===== src/rtl/sigma_delta_adc_sequencer.sv =====
// sigma_delta_adc_sequencer
// Time-multiplexes one sigma-delta ADC across NCH analog inputs through an
// external analog mux. After every channel switch it drops the settling
// samples. It then averages 2^AVG_LOG2 decimated samples and presents one
// channel-tagged result on a valid/ready port.
module sigma_delta_adc_sequencer #(
  parameter int NCH      = 4,
  parameter int WDTH     = 16,
  parameter int SETTLE   = 2,
  parameter int AVG_LOG2 = 2,
  parameter int CH_W     = $clog2(NCH)
) (
  input  logic             clk,
  input  logic             rst,
  input  logic             enable,
  input  logic [NCH-1:0]   ch_mask,
  input  logic [WDTH-1:0]  adc_output,
  input  logic             adc_valid,
  output logic [CH_W-1:0]  mux_sel,
  output logic [WDTH-1:0]  res_data,
  output logic [CH_W-1:0]  res_ch,
  output logic             res_valid,
  input  logic             res_ready,
  output logic             busy
);

  localparam int NAVG  = 1 << AVG_LOG2;
  localparam int ACC_W = WDTH + AVG_LOG2;
  localparam int SET_W = (SETTLE > 1) ? $clog2(SETTLE) : 1;
  localparam int AVG_W = (AVG_LOG2 > 0) ? AVG_LOG2 : 1;

  // Terminal counts. When SETTLE is 0 the settle state cannot be reached, so
  // the wrapped value of SETTLE_LAST is never used.
  localparam logic [SET_W-1:0] SETTLE_LAST = SET_W'(SETTLE - 1);
  localparam logic [AVG_W-1:0] AVG_LAST    = AVG_W'(NAVG - 1);

  typedef enum logic [2:0] {
    S_IDLE,
    S_SELECT,
    S_SETTLE,
    S_ACCUM,
    S_OUTPUT
  } state_t;

  state_t             state;
  logic               first_conv;   // next conversion must settle even on the same channel
  logic               start_zero;   // first search after reset includes channel 0
  logic [SET_W-1:0]   settle_cnt;
  logic [AVG_W-1:0]   avg_cnt;
  logic [ACC_W-1:0]   acc;
  logic [CH_W-1:0]    next_ch;
  logic [CH_W-1:0]    cand;
  logic               found;

  // Returns the i-th candidate channel in search order. The normal search
  // starts at mux_sel+1 and wraps. The first search after reset starts at 0.
  function automatic int cand_idx(input int i, input logic [CH_W-1:0] base,
                                  input logic zero);
    if (zero) return i;
    return (int'(base) + 1 + i) % NCH;
  endfunction

  // Find the next enabled channel, searching upward and wrapping.
  // NOTE: every variable gets a default before the loop, so no path through
  // this block can leave a value undriven and infer a latch.
  always_comb begin
    next_ch = mux_sel;
    found   = 1'b0;
    cand    = '0;
    for (int i = 0; i < NCH; i++) begin
      cand = CH_W'(cand_idx(i, mux_sel, start_zero));
      if (!found && ch_mask[cand]) begin
        next_ch = cand;
        found   = 1'b1;
      end
    end
  end

  // Sequencer FSM: selects the channel, settles, accumulates and holds the result.
  // NOTE: all state here uses non-blocking assignments, so every register
  // samples the values from before the edge, whatever the statement order.
  always_ff @(posedge clk) begin
    if (!rst) begin
      state      <= S_IDLE;
      mux_sel    <= '0;
      res_data   <= '0;
      res_ch     <= '0;
      res_valid  <= 1'b0;
      first_conv <= 1'b1;
      start_zero <= 1'b1;
      settle_cnt <= '0;
      avg_cnt    <= '0;
      acc        <= '0;
    end else begin
      // An accepted result drops valid. A reload in OUTPUT below overrides
      // this, so the port can take results back-to-back.
      if (res_valid && res_ready) res_valid <= 1'b0;

      if (!enable && (state == S_SELECT || state == S_SETTLE || state == S_ACCUM)) begin
        // Abort: throw away the partial conversion. Any pending result stays.
        state      <= S_IDLE;
        first_conv <= 1'b1;
        settle_cnt <= '0;
        avg_cnt    <= '0;
        acc        <= '0;
      end else begin
        case (state)
          S_IDLE: begin
            if (enable && (ch_mask != '0)) state <= S_SELECT;
          end

          S_SELECT: begin
            if (ch_mask == '0) begin
              state <= S_IDLE;
            end else begin
              mux_sel    <= next_ch;
              start_zero <= 1'b0;
              // Repeating the same channel needs no settling. The first
              // conversion after reset or abort always settles.
              if ((SETTLE != 0) && ((next_ch != mux_sel) || first_conv))
                state <= S_SETTLE;
              else
                state <= S_ACCUM;
            end
          end

          S_SETTLE: begin
            if (adc_valid) begin
              if (settle_cnt == SETTLE_LAST) begin
                settle_cnt <= '0;
                state      <= S_ACCUM;
              end else begin
                settle_cnt <= settle_cnt + 1'b1;
              end
            end
          end

          S_ACCUM: begin
            if (adc_valid) begin
              // The accumulator is AVG_LOG2 bits wider than a sample, so a
              // full block of samples cannot overflow it.
              acc <= acc + ACC_W'(adc_output);
              if (avg_cnt == AVG_LAST) begin
                avg_cnt <= '0;
                state   <= S_OUTPUT;
              end else begin
                avg_cnt <= avg_cnt + 1'b1;
              end
            end
          end

          S_OUTPUT: begin
            // Load only when the output register is free or is being
            // accepted this cycle. Otherwise stall and ignore samples.
            if (!res_valid || res_ready) begin
              res_data   <= acc[ACC_W-1:AVG_LOG2];
              res_ch     <= mux_sel;
              res_valid  <= 1'b1;
              acc        <= '0;
              first_conv <= 1'b0;
              state      <= enable ? S_SELECT : S_IDLE;
            end
          end

          default: state <= S_IDLE;
        endcase
      end
    end
  end

  // busy is decoded directly from the state register.
  assign busy = (state != S_IDLE);

endmodule


===== config.mk =====
export PLATFORM = sky130hd
export DESIGN_NAME = sigma_delta_adc_sequencer
export DESIGN_NICKNAME = d
export VERILOG_FILES = /design/src/rtl/sigma_delta_adc_sequencer.sv
export SDC_FILE = /design/constraint.sdc
export NUM_CORES = 1
export LEC_CHECK = 0
export CAP_MARGIN = 40
export CORE_UTILIZATION = 55
export DETAILED_ROUTE_END_ITERATION = 16
export HOLD_SLACK_MARGIN = 0.08
export PLACE_DENSITY = 0.88
export SLEW_MARGIN = 0
export SYNTH_ARGS = -nofsm -noshare
export SYNTH_HDL_FRONTEND = slang
export SYNTH_SLANG_ARGS = --single-unit

===== constraint.sdc =====
create_clock -name clk -period 5.9 [get_ports clk]
set_clock_uncertainty 0.2 [all_clocks]
set_input_delay 1.18 -clock clk [delete_from_list [all_inputs] [get_ports clk]]
set_output_delay 1.18 -clock clk [all_outputs]
set_load 0.05 [all_outputs]

Word-level counts from Yosys, hierarchy flattened. Index checks and enable logic that the tools add are counted.

Flip-flop bits (word level): 47. Input bits: 25. Output and inout port bits: 22. Word-level logic and storage cells: 106.

Add/sub/neg operators: 7. Order comparisons: 4. Eq/ne operators: 12. Multiplexer cells: 42. Bitwise logic cells: 3. Reduce and logical (&&, ||, !) cells: 28.

Operator list (number): 18-bit 2-to-1 mux (2); 18-bit one-hot mux with 2 select lines (1); 2-bit 2-to-1 mux (12); 18-bit by 16-bit adder with 18-bit output (1); 3-bit 2-to-1 mux (6); 1-bit 2-to-1 mux (16); 3-bit one-hot mux with 5 select lines (1); 2-bit by 3-bit < comparator with 1-bit output, second input constant (4); 2-bit inequality test, second input constant (5); 3-bit AND reduction (3); 1-bit binary-select mux with 2-bit select (4); 2-bit by 1-bit adder with 2-bit output, second input constant (3); 3-bit by 2-bit == test with 1-bit output, second input constant (2); 1-bit logical AND (6); 2-bit AND reduction (3); 6-bit AND reduction (1); 1-bit logical NOT (5); 2-bit adder, second input constant (2); 4-bit logical NOT (1); 1-bit logical OR (4); 4-bit nonzero test (1); 3-bit by 1-bit == test with 1-bit output, second input constant (1); 3-bit == test, second input constant (1); 3-bit logical NOT (1); other kinds (8) (10).

Longest topological paths before layout.
Depth in word-level cells: 19. Mapped depth: 10. Depth with buffers taken out: 10.

Least setup slack after synthesis. No wires, ideal clock.

Kind: input to register. Start point: input port adc_output[6]. End point: register acc[15]. Setup time: 0.086 ns. Arrival: 2.946 ns. Required time: 5.614 ns. Slack: 2.669 ns. Cell stages on the path: 8. Path buffers: 0. Cell sequence: ha_1 -> a211oi_1 -> inv_1 -> o311ai_1 -> a21oi_1 -> o31ai_1 -> xor2_1 -> a211oi_1.

Word-level cells in the longest chain between the ends: 3.

Ends and longest elaborated chain: start: declaration (RTL line 17) `input logic [WDTH-1:0] adc_output,`; 18-bit by 16-bit adder with 18-bit output (RTL line 142) `acc <= acc + ACC_W'(adc_output);`; 18-bit 2-to-1 mux (RTL line 139) `if (adc_valid) begin`; 18-bit one-hot mux with 2 select lines (RTL line 107) `case (state)`; end signal: assignment (RTL line 142); end: declaration (RTL line 50) `logic [ACC_W-1:0] acc;`.

Every way passes these cells. The select of a mux whose other input is x is not followed. A chain may end at the register's enable or synchronous reset.

Worst setup path after layout. Ends and elaborated chain as after synthesis.

==> qor.txt <==
RSZ-0062 raised after global routing - no
Ys async rst share - 0%
Skew-Pair Late Insertion Delay - 300 ps
Status - complete, no violations
Clock share of power - 30.5%
WP data required - 5900 ps
CTS Buf Count - 5
Number of global-route vias before repair - 2456
Num rows - 25
Hold path endpoint - first_conv
DP HPWL - 4.94 mm
Total number of vias - 2732
First-pass GRT wire length - 11.0 mm
Final period utilization - 62.4%
Post-route ant nets - 0
Startpoint class of the critical path - input port
Yosys top cell by area - dfxtp_1
Fin. max-slew vios - 0
Io pins - 47
Post-layout nets - 438
Sw Pwr - 0.000199 W
Synth Flop Type - dfxtp_1
Antenna cells - 0
CTS tree - done
Hold_buf cts - 0
Crit path buffers/inverters - 2
Post-Syn Instances - 359
Layout cells sized above 1 - 3.28%
Worst vdd ir - 0.000131 V
Top cells by area, synth - dfxtp_1 33%, nand2_1 8.0%, ha_1 7.5%
GPL Wtd Cong - 0.947
Worst hold path depth - 2
CP most frequent cell - a211oi_1
Post-synth cell types - 51
Flop-to-flop setup slack - 3120 ps
Hold path start - first_conv
Final setup violation count - 0
Hold slack - 243 ps
Worst-case clock buffer depth - 2
FF-to-FF End - acc[17]
LEAKAGE - 1.31 nW
Max Cap Viol - 0
TNS Setup - 0 ps
Total congestion overflow - 0
Area Overhead vs Synth - 20.3%
Largest net degree at the start of global routing - 26
Vias per cell - 5.90
Core Region - 0.00485 mm^2
Syn. warnings - 0
Post-Syn Nets - 402
Post-Syn Area - 0.00285 mm^2
R2r startpoint - state[0]
Die area - 0.00547 mm^2
R2R depth - 7
Hold WC Path Type - reg2reg
Worst setup margin - 2220 ps
Die W - 73.9 um
TritonRoute pass-1 iters - 6
Crit path time final - 3680 ps
Arrival time at the worst endpoint - 3680 ps
Register bit total from synthesis - 47
Sequential-to-total area share from yosys stat - 33.1%
Initial antenna violation count - 0
Critical path endpoint category - flip-flop
Crit path max-delay cell type - clkdlybuf4s50_1
H-tree depth - 2
Die Y - 73.9 um
Post-DR wirelength/cell - 14.6 um
Pint - 0.000494 W
I/O Buffers - 46
Root Buffer - clkbuf_8
Top cell type's share of synthesized area - 33.1%
Final Hold Viols - 0
Final Power - 0.000693 W
DRC Markers - 0
Worst slew margin - 40.6%
Commonest cells after routing, fill and taps aside - 61 x nand2_1, 47 x dfxtp_1, 46 x clkdlybuf4s50_1, 28 x nor2_1, 25 x a21oi_1
Sw Ratio - 28.7%
Power per cell area - 202 mW/mm^2
Critical path type - in2reg
Max Fclk - 272 MHz
CP Cell Sequence - clkdlybuf4s50_1 > ha_1 > a211oi_1 > inv_1 > o311ai_1 > a21oi_1 > o31ai_1 > xor2_1 > a211oi_1
Sequential power share - 49.1%
Largest stage delay, worst path - 410 ps
Slew @ Worst Pin - 889 ps
Clock slew at reported path FFs - 90 ps
Commonest non-fill, non-tap cell in the layout - nand2_1
Post-CTS setup buffer count - 0
Clk sinks - 47
Iter 0 DRT Violations - 244
Final WL - 6.76 mm
Post_cts resized - 0
Combinational Power Share - 20.4%
Placement Setup Slack - 1910 ps
Post-Syn Area per Cell - 7.93 um^2
Initial cell density of the core - 58.7%
Crit-path leading delay family - compound AO/OA/AOI/OAI gates
Crit Path Max Fanout - 4
Post-synth EDFFs - 0
GR Util All Layers - 25.7%
logic make-up after synthesis:
family	count (synthesis)	synth area share, %
xor+xnor	12	3.69
buf+inv	26	3.82
mux	5	1.80
fa+ha+maj	18	8.18
simple gates	142	23.3
compound gates	109	26.1
flops	47	33.1
area by class of cell:
class                      count  area [um^2]
clock buffer                   8          100
timing repair buffer          47          468
tap                           67         83.8
sequential                    47          941
multi-input combinational    286         1800
inverter                       8         30.0
fill                         408         1420
metal layers:
layer | track usage [%] | vias to the layer above | wire length, um
met1 | 34.4 | 1266 | 3120
met4 | 7.48 | 0 | 72
met5 | 0 | - | 0
met3 | 4.20 | 9 | 379
li1 | - | 1362 | -
met2 | 42.6 | 95 | 3190
stage by stage:
step	util (%)	instance area, um^2	std cells
global placement	68.6	3320	455
detailed placement	68.6	3320	455
floorplan	-	2850	359
CTS	70.6	3420	463
global route	70.6	3420	463
finish	70.6	3420	463
flip-flops by register name, summed over array words and instances (netlist names):
signal,cells
res_data,16
res_valid,1
start_zero,1
res_ch,2
mux_sel,2
state,3
avg_cnt,2
acc,18
settle_cnt,1
first_conv,1
tightest hold or removal path, stage by stage (launching register included):
cell,delay [ps]
dfxtp_1,310
nand2_1,50
nand2_1,40
power groups by stage:
stage | clock network (W) | registers, W | logic [W]
after floorplan | 0 | 0.000340 | 0.000102
after global placement | 0 | 0.000347 | 0.000137
after detailed placement | 0 | 0.000347 | 0.000139
after CTS | 0.000217 | 0.000340 | 0.000140
after global routing | 0.000227 | 0.000342 | 0.000154
final | 0.000212 | 0.000340 | 0.000141
worst max-delay path by stage:
stage	depth (start not counted)	start	slack [ps]	endpoint
finish	9	adc_output[6]	2220	acc[15]
global route	11	adc_output[0]	2000	acc[14]
CTS	9	adc_output[6]	2210	acc[15]
detailed placement	9	adc_output[6]	1910	acc[15]
global placement	9	adc_output[6]	2050	acc[15]
floorplan	8	adc_output[6]	2670	acc[15]
synth_stat cells (all sizes together), types with 7 or more instances:
cell type,instances
a211oi,8
nand3,9
o21ai,14
xnor2,7
inv,8
nand2,61
dfxtp,47
nand2b,7
clkbuf,14
nor3,8
a21oi,26
a21boi,21
nor2,28
ha,17
Note: power is estimated with default switching activity, not from simulation.
